File: src/rtl/adder_issue_buffer.sv
// Issue buffer for adder-class micro-ops: holds renamed ops until their sources are written
// back, then issues the oldest ready entry through a registered valid/ready output stage.
module adder_issue_buffer #(
  parameter  int DP  = 4,
  parameter  int RNB = 2,
  localparam int RW  = 5 + RNB,
  localparam int DW  = 8 + 64 + 64 + 3 * RW,
  localparam int WBW = 32 * (2 ** RNB)
) (
  input  logic           CLK,
  input  logic           RST,
  input  logic           flush,
  input  logic           adder_buffer_push,
  input  logic [DW-1:0]  adder_dispat_info,
  output logic           adder_buffer_full,
  input  logic [WBW-1:0] wbLog_qout,
  output logic           adder_execute_valid,
  output logic [DW-1:0]  adder_execute_info,
  input  logic           adder_execute_ready
);

  localparam int CW = $clog2(DP + 1);
  localparam int IW = $clog2(DP);

  logic [DW-1:0]  entry_q [DP];
  logic [DW-1:0]  entry_d [DP];
  logic [CW-1:0]  count_q, count_d;
  logic           valid_q, valid_d;
  logic [DW-1:0]  info_q, info_d;

  logic [DP-1:0]  ready_vec;
  logic           any_ready;
  logic [IW-1:0]  sel_idx;
  logic           slot_free;
  logic           issue;
  logic           push_ok;
  logic [CW-1:0]  wr_idx;

  function automatic logic is_onehot(input logic [7:0] v);
    return (v != 8'd0) && ((v & (v - 8'd1)) == 8'd0);
  endfunction

  // A rename field {arch, ver} is directly the physical register index into wbLog.
  function automatic logic src_ok(input logic [RW-1:0] f, input logic [WBW-1:0] wb);
    return (f[RW-1:RNB] == 5'd0) || wb[f];
  endfunction

  // Opcode order {lui,auipc,addi,addiw,add,addw,sub,subw}; malformed opcodes need no sources.
  function automatic logic entry_ready(input logic [7:0]     op,
                                       input logic [RW-1:0]  rs1,
                                       input logic [RW-1:0]  rs2,
                                       input logic [WBW-1:0] wb);
    logic need1;
    logic need2;
    need2 = is_onehot(op) && (|op[3:0]);
    need1 = need2 || (is_onehot(op) && (|op[5:4]));
    return (!need1 || src_ok(rs1, wb)) && (!need2 || src_ok(rs2, wb));
  endfunction

  always_comb begin : p_ready
    ready_vec = '0;
    for (int i = 0; i < DP; i++) begin
      ready_vec[i] = (CW'(i) < count_q) &&
                     entry_ready(entry_q[i][DW-1 -: 8], entry_q[i][2*RW-1 -: RW],
                                 entry_q[i][RW-1:0], wbLog_qout);
    end
  end

  always_comb begin : p_select
    any_ready = 1'b0;
    sel_idx   = '0;
    for (int i = DP - 1; i >= 0; i--) begin
      if (ready_vec[i]) begin
        any_ready = 1'b1;
        sel_idx   = IW'(i);
      end
    end
  end

  assign adder_buffer_full = (count_q == CW'(DP));
  assign slot_free         = !valid_q || adder_execute_ready;
  assign issue             = slot_free && any_ready;
  assign push_ok           = adder_buffer_push && !adder_buffer_full;
  assign wr_idx            = count_q - CW'(issue);

  // NOTE: every always_comb output gets a default first so no path leaves it unassigned (no latch).
  always_comb begin : p_next
    entry_d = entry_q;
    count_d = count_q + CW'(push_ok) - CW'(issue);
    valid_d = slot_free ? any_ready : valid_q;
    info_d  = issue ? entry_q[sel_idx] : info_q;
    if (issue) begin
      for (int i = 0; i < DP - 1; i++) begin
        if (IW'(i) >= sel_idx) entry_d[i] = entry_q[i + 1];
      end
    end
    if (push_ok) entry_d[wr_idx[IW-1:0]] = adder_dispat_info;
  end

  // NOTE: state registers use non-blocking assignments so all flops update together at the edge.
  always_ff @(posedge CLK) begin
    if (RST) begin
      count_q <= '0;
      valid_q <= 1'b0;
      info_q  <= '0;
    end else if (flush) begin
      count_q <= '0;
      valid_q <= 1'b0;
    end else begin
      count_q <= count_d;
      valid_q <= valid_d;
      info_q  <= info_d;
    end
  end

  // NOTE: payload storage has no reset; count_q alone decides which entries are live.
  always_ff @(posedge CLK) begin
    entry_q <= entry_d;
  end

  assign adder_execute_valid = valid_q;
  assign adder_execute_info  = info_q;

  a_opcode_onehot: assert property (@(posedge CLK) disable iff (RST || flush)
    push_ok |-> is_onehot(adder_dispat_info[DW-1 -: 8]));

endmodule
File: config.mk
export PLATFORM = sky130hd
export DESIGN_NAME = adder_issue_buffer
export DESIGN_NICKNAME = d
export VERILOG_FILES = /design/src/rtl/adder_issue_buffer.sv
export SDC_FILE = /design/constraint.sdc
export NUM_CORES = 2
export LEC_CHECK = 0
export ABC_AREA = 0
export CAP_MARGIN = 20
export CORE_MARGIN = 3
export CORE_UTILIZATION = 59
export CTS_BUF_LIST = sky130_fd_sc_hd__clkbuf_8
export CTS_CLUSTER_DIAMETER = 150
export CTS_CLUSTER_SIZE = 25
export DETAILED_ROUTE_END_ITERATION = 8
export PLACE_DENSITY_LB_ADDON = 0.3
export SLEW_MARGIN = 20
export SYNTH_ARGS = -nofsm -noshare
export SYNTH_HDL_FRONTEND = slang
export SYNTH_SLANG_ARGS = --single-unit
File: constraint.sdc
create_clock -name CLK -period 18.7 [get_ports CLK]
set_clock_uncertainty 0.05 [all_clocks]
set_input_delay 2.805 -clock CLK [delete_from_list [all_inputs] [get_ports CLK]]
set_output_delay 2.805 -clock CLK [all_outputs]
set_load 0.05 [all_outputs]
==> impl_metrics.tcl <==
set metrics [dict create \
    rrSetupSlack_ns 12.16 \
    hold_slack_ns 0.470 \
    fin_util_pct 66.6 \
    grt_max_degree 158 \
    numPortBuffers 448 \
    track_usage_pct 33.9 \
    ios 449 \
    endpoint_kind "flip-flop" \
    vdd_ir_drop_max_uv 326 \
    num_vias 33963 \
    area_delta_synth_final_pct 11.0 \
    yosysWarnings 0 \
    crit_type "in2reg" \
    clkTransAtPathRegs_ns 0.15 \
    relSlewSlack_pct 22.6 \
    die_y_um 277 \
    p_per_area_nw_per_um2 219 \
    wirelength_mm 135 \
    timing.max_cap.violations 0 \
    synth-adder-area-share_pct 0.237 \
    antenna_found_initial 27 \
    die_w_um 277 \
    synth_top_family_by_area "multiplexers" \
    synthSimpleGateAreaFrac_pct 9.44 \
    dp_slack_ns 9.81 \
    avgSynthCellArea_um2 11.0 \
    avgViaCountPerCell 6.67 \
    grt-ovfl-total 0 \
    cts.path.max_buffers 3 \
    fmax_mhz 121 \
    drc 0 \
    dpl.hpwl_mm 85.1 \
    power_leakage_nw 17.7 \
    report.final.slew_viol_count 0 \
    async_flop_share_pct 0 \
    tightest_slew_ns 1.16 \
    synth_top_area_share_pct 29.3 \
    grt_pass1_vias 32512 \
    start_kind "input pin" \
    layout-drive-gt1-share_pct 10.5 \
    stdcell_count 5094 \
    dp.cells 5016 \
    post-synth-top-area-cell "dfxtp_1" \
    yosys_register_bits 789 \
    synth-edff-count 157 \
    multi_input_area_um2 23600 \
    layout.nets 4401 \
    required_ns 19.19 \
    rsz0062_at_grt "false" \
    synth.distinct_cells 81 \
    hold_path_class "reg2reg" \
    synthMuxAreaShare_pct 32.1 \
    post-route-min-period_ns 8.25 \
    clock_sinks 789 \
    status "finished, final reports clean" \
    drtAntennaViolNets 0 \
    drtIter0Drc 3414 \
    cts-hold-fix-buffers 0 \
    h-tree-depth 2 \
    timing.final.ws_setup_ns 10.45 \
    filler_cell_count 5715 \
    finalHoldViolCount 0 \
    layout_commonest_cell "mux2i_1" \
    synth-compound-area-share_pct 12.6 \
    post_cts.repair.setup_buffers 0 \
    cp_max_fo 48 \
    ff_latch_area_um2 17400 \
    cts_tree "done" \
    rows 98 \
    clk_latency_ns 0.69 \
    wire_per_inst_um 26.6 \
    cts_resized 0 \
    cts-root-buf "clkbuf_8" \
    netlist_instances 3915 \
    initial_utilization_pct 60.0 \
    layout_common_cells "833 x mux2i_1, 625 x dfxtp_1, 447 x clkdlybuf4s50_1, 349 x nor2_1, 334 x a21oi_1" \
    setup_viol 0 \
    finalSetupTns_ns 0 \
    firstDrtPassIters 8 \
    synthXorXnorAreaFrac_pct 0.101 \
    synth_area_um2 43200 \
    numCtsBuffers 37 \
    place.gp.congestion 1.03 \
    arrival_ns 8.74 \
    synth_seq_area_share_pct 40.2 \
    finalCritPeriodShare_pct 44.1 \
    dieArea_um2 76500 \
    syn-num-nets 4211 \
    core_area_um2 72000 \
    ys.flop_type "dfxtp_1" \
    grt_pass1_wl_mm 204 \
    synth_area_leaders "dfxtp_1 29%, mux2i_1 19%, mux4_2 12%, edfxtp_1 11%, a21oi_1 3.9%" \
]
[cell type report]
cell class | count | share of cell area (%)
Antenna cell | 14 | 0.0730
Multi-Input combinational cell | 2747 | 49.2
Tap cell | 950 | 2.48
Timing Repair Buffer | 504 | 10.4
Clock inverter | 26 | 0.303
Sequential cell | 789 | 36.2
Inverter | 26 | 0.203
Clock buffer | 38 | 1.09
[critical path, stage by stage]
cell,delay (ns)
clkdlybuf4s50_1,0.77
mux4_2,0.35
mux2i_1,0.07
a21o_1,0.20
a221oi_1,0.34
o32a_1,0.41
o22ai_2,0.19
a21oi_2,0.47
o31a_2,0.86
buf_4,0.84
buf_4,0.89
mux2i_1,0.28
a21oi_1,0.10
[Yosys cell counts, types with 18 or more instances]
| master | count |
|---|---|
| mux2i_1 | 833 |
| dfxtp_1 | 632 |
| nor2_1 | 349 |
| a21oi_1 | 334 |
| mux4_2 | 232 |
| nand2_1 | 191 |
| nand3b_1 | 166 |
| o21ai_1 | 160 |
| clkbuf_1 | 158 |
| edfxtp_1 | 157 |
| o221ai_1 | 103 |
| buf_2 | 94 |
| o221ai_2 | 61 |
| buf_4 | 38 |
| a22oi_1 | 35 |
| nand3_1 | 32 |
| buf_6 | 29 |
| inv_1 | 25 |
| nor2b_1 | 23 |
| buf_12 | 18 |
| nor3_1 | 18 |
[logic make-up (layout without fill, tap and decap cells)]
family | count (synthesis) | after routing
AO/OA/AOI/OAI | 805 | 805
flip-flops | 789 | 789
XOR/XNOR | 5 | 5
adder cells (fa/ha/maj) | 8 | 8
AND/OR/NAND/NOR | 838 | 838
multiplexers | 1091 | 1091
buffers and inverters | 379 | 594
other | 0 | 14
[layer usage]
layer	wire length (um)	share of wire (%)	GRT usage, %
met2	60300	45	51.2
met1	53500	40	44.6
met5	175	0.13	0
met4	7410	5.5	16.8
met3	13900	10	10.2
[final timing paths]
| path | start | end | cells after the start |
|---|---|---|---|
| setup / recovery | wbLog_qout[25] | entry_q[293]$_DFF_P_ | 13 |
| hold / removal | adder_execute_info[67]$_SDFFE_PP0P_ | adder_execute_info[67]$_SDFFE_PP0P_ | 2 |
| setup reg to reg | flip-flop | entry_q[386]$_DFF_P_ | 12 |
| hold reg to reg | adder_execute_info[67]$_SDFFE_PP0P_ | adder_execute_info[67]$_SDFFE_PP0P_ | 2 |
[stage by stage]
stage	power (mW)	cell area, um2
final	10.5	48000
after global routing	11.1	48000
after CTS	10.4	47900
after detailed placement	9.71	47200
after global placement	9.56	47200
after floorplan	8.32	43200
[power by group]
part	total [mW]	internal (mW)	switching (mW)
logic	6.54	2.70	3.83
registers	3.24	2.62	0.615
clock network	0.730	0.210	0.521
Power figures use the tool's default switching activity.
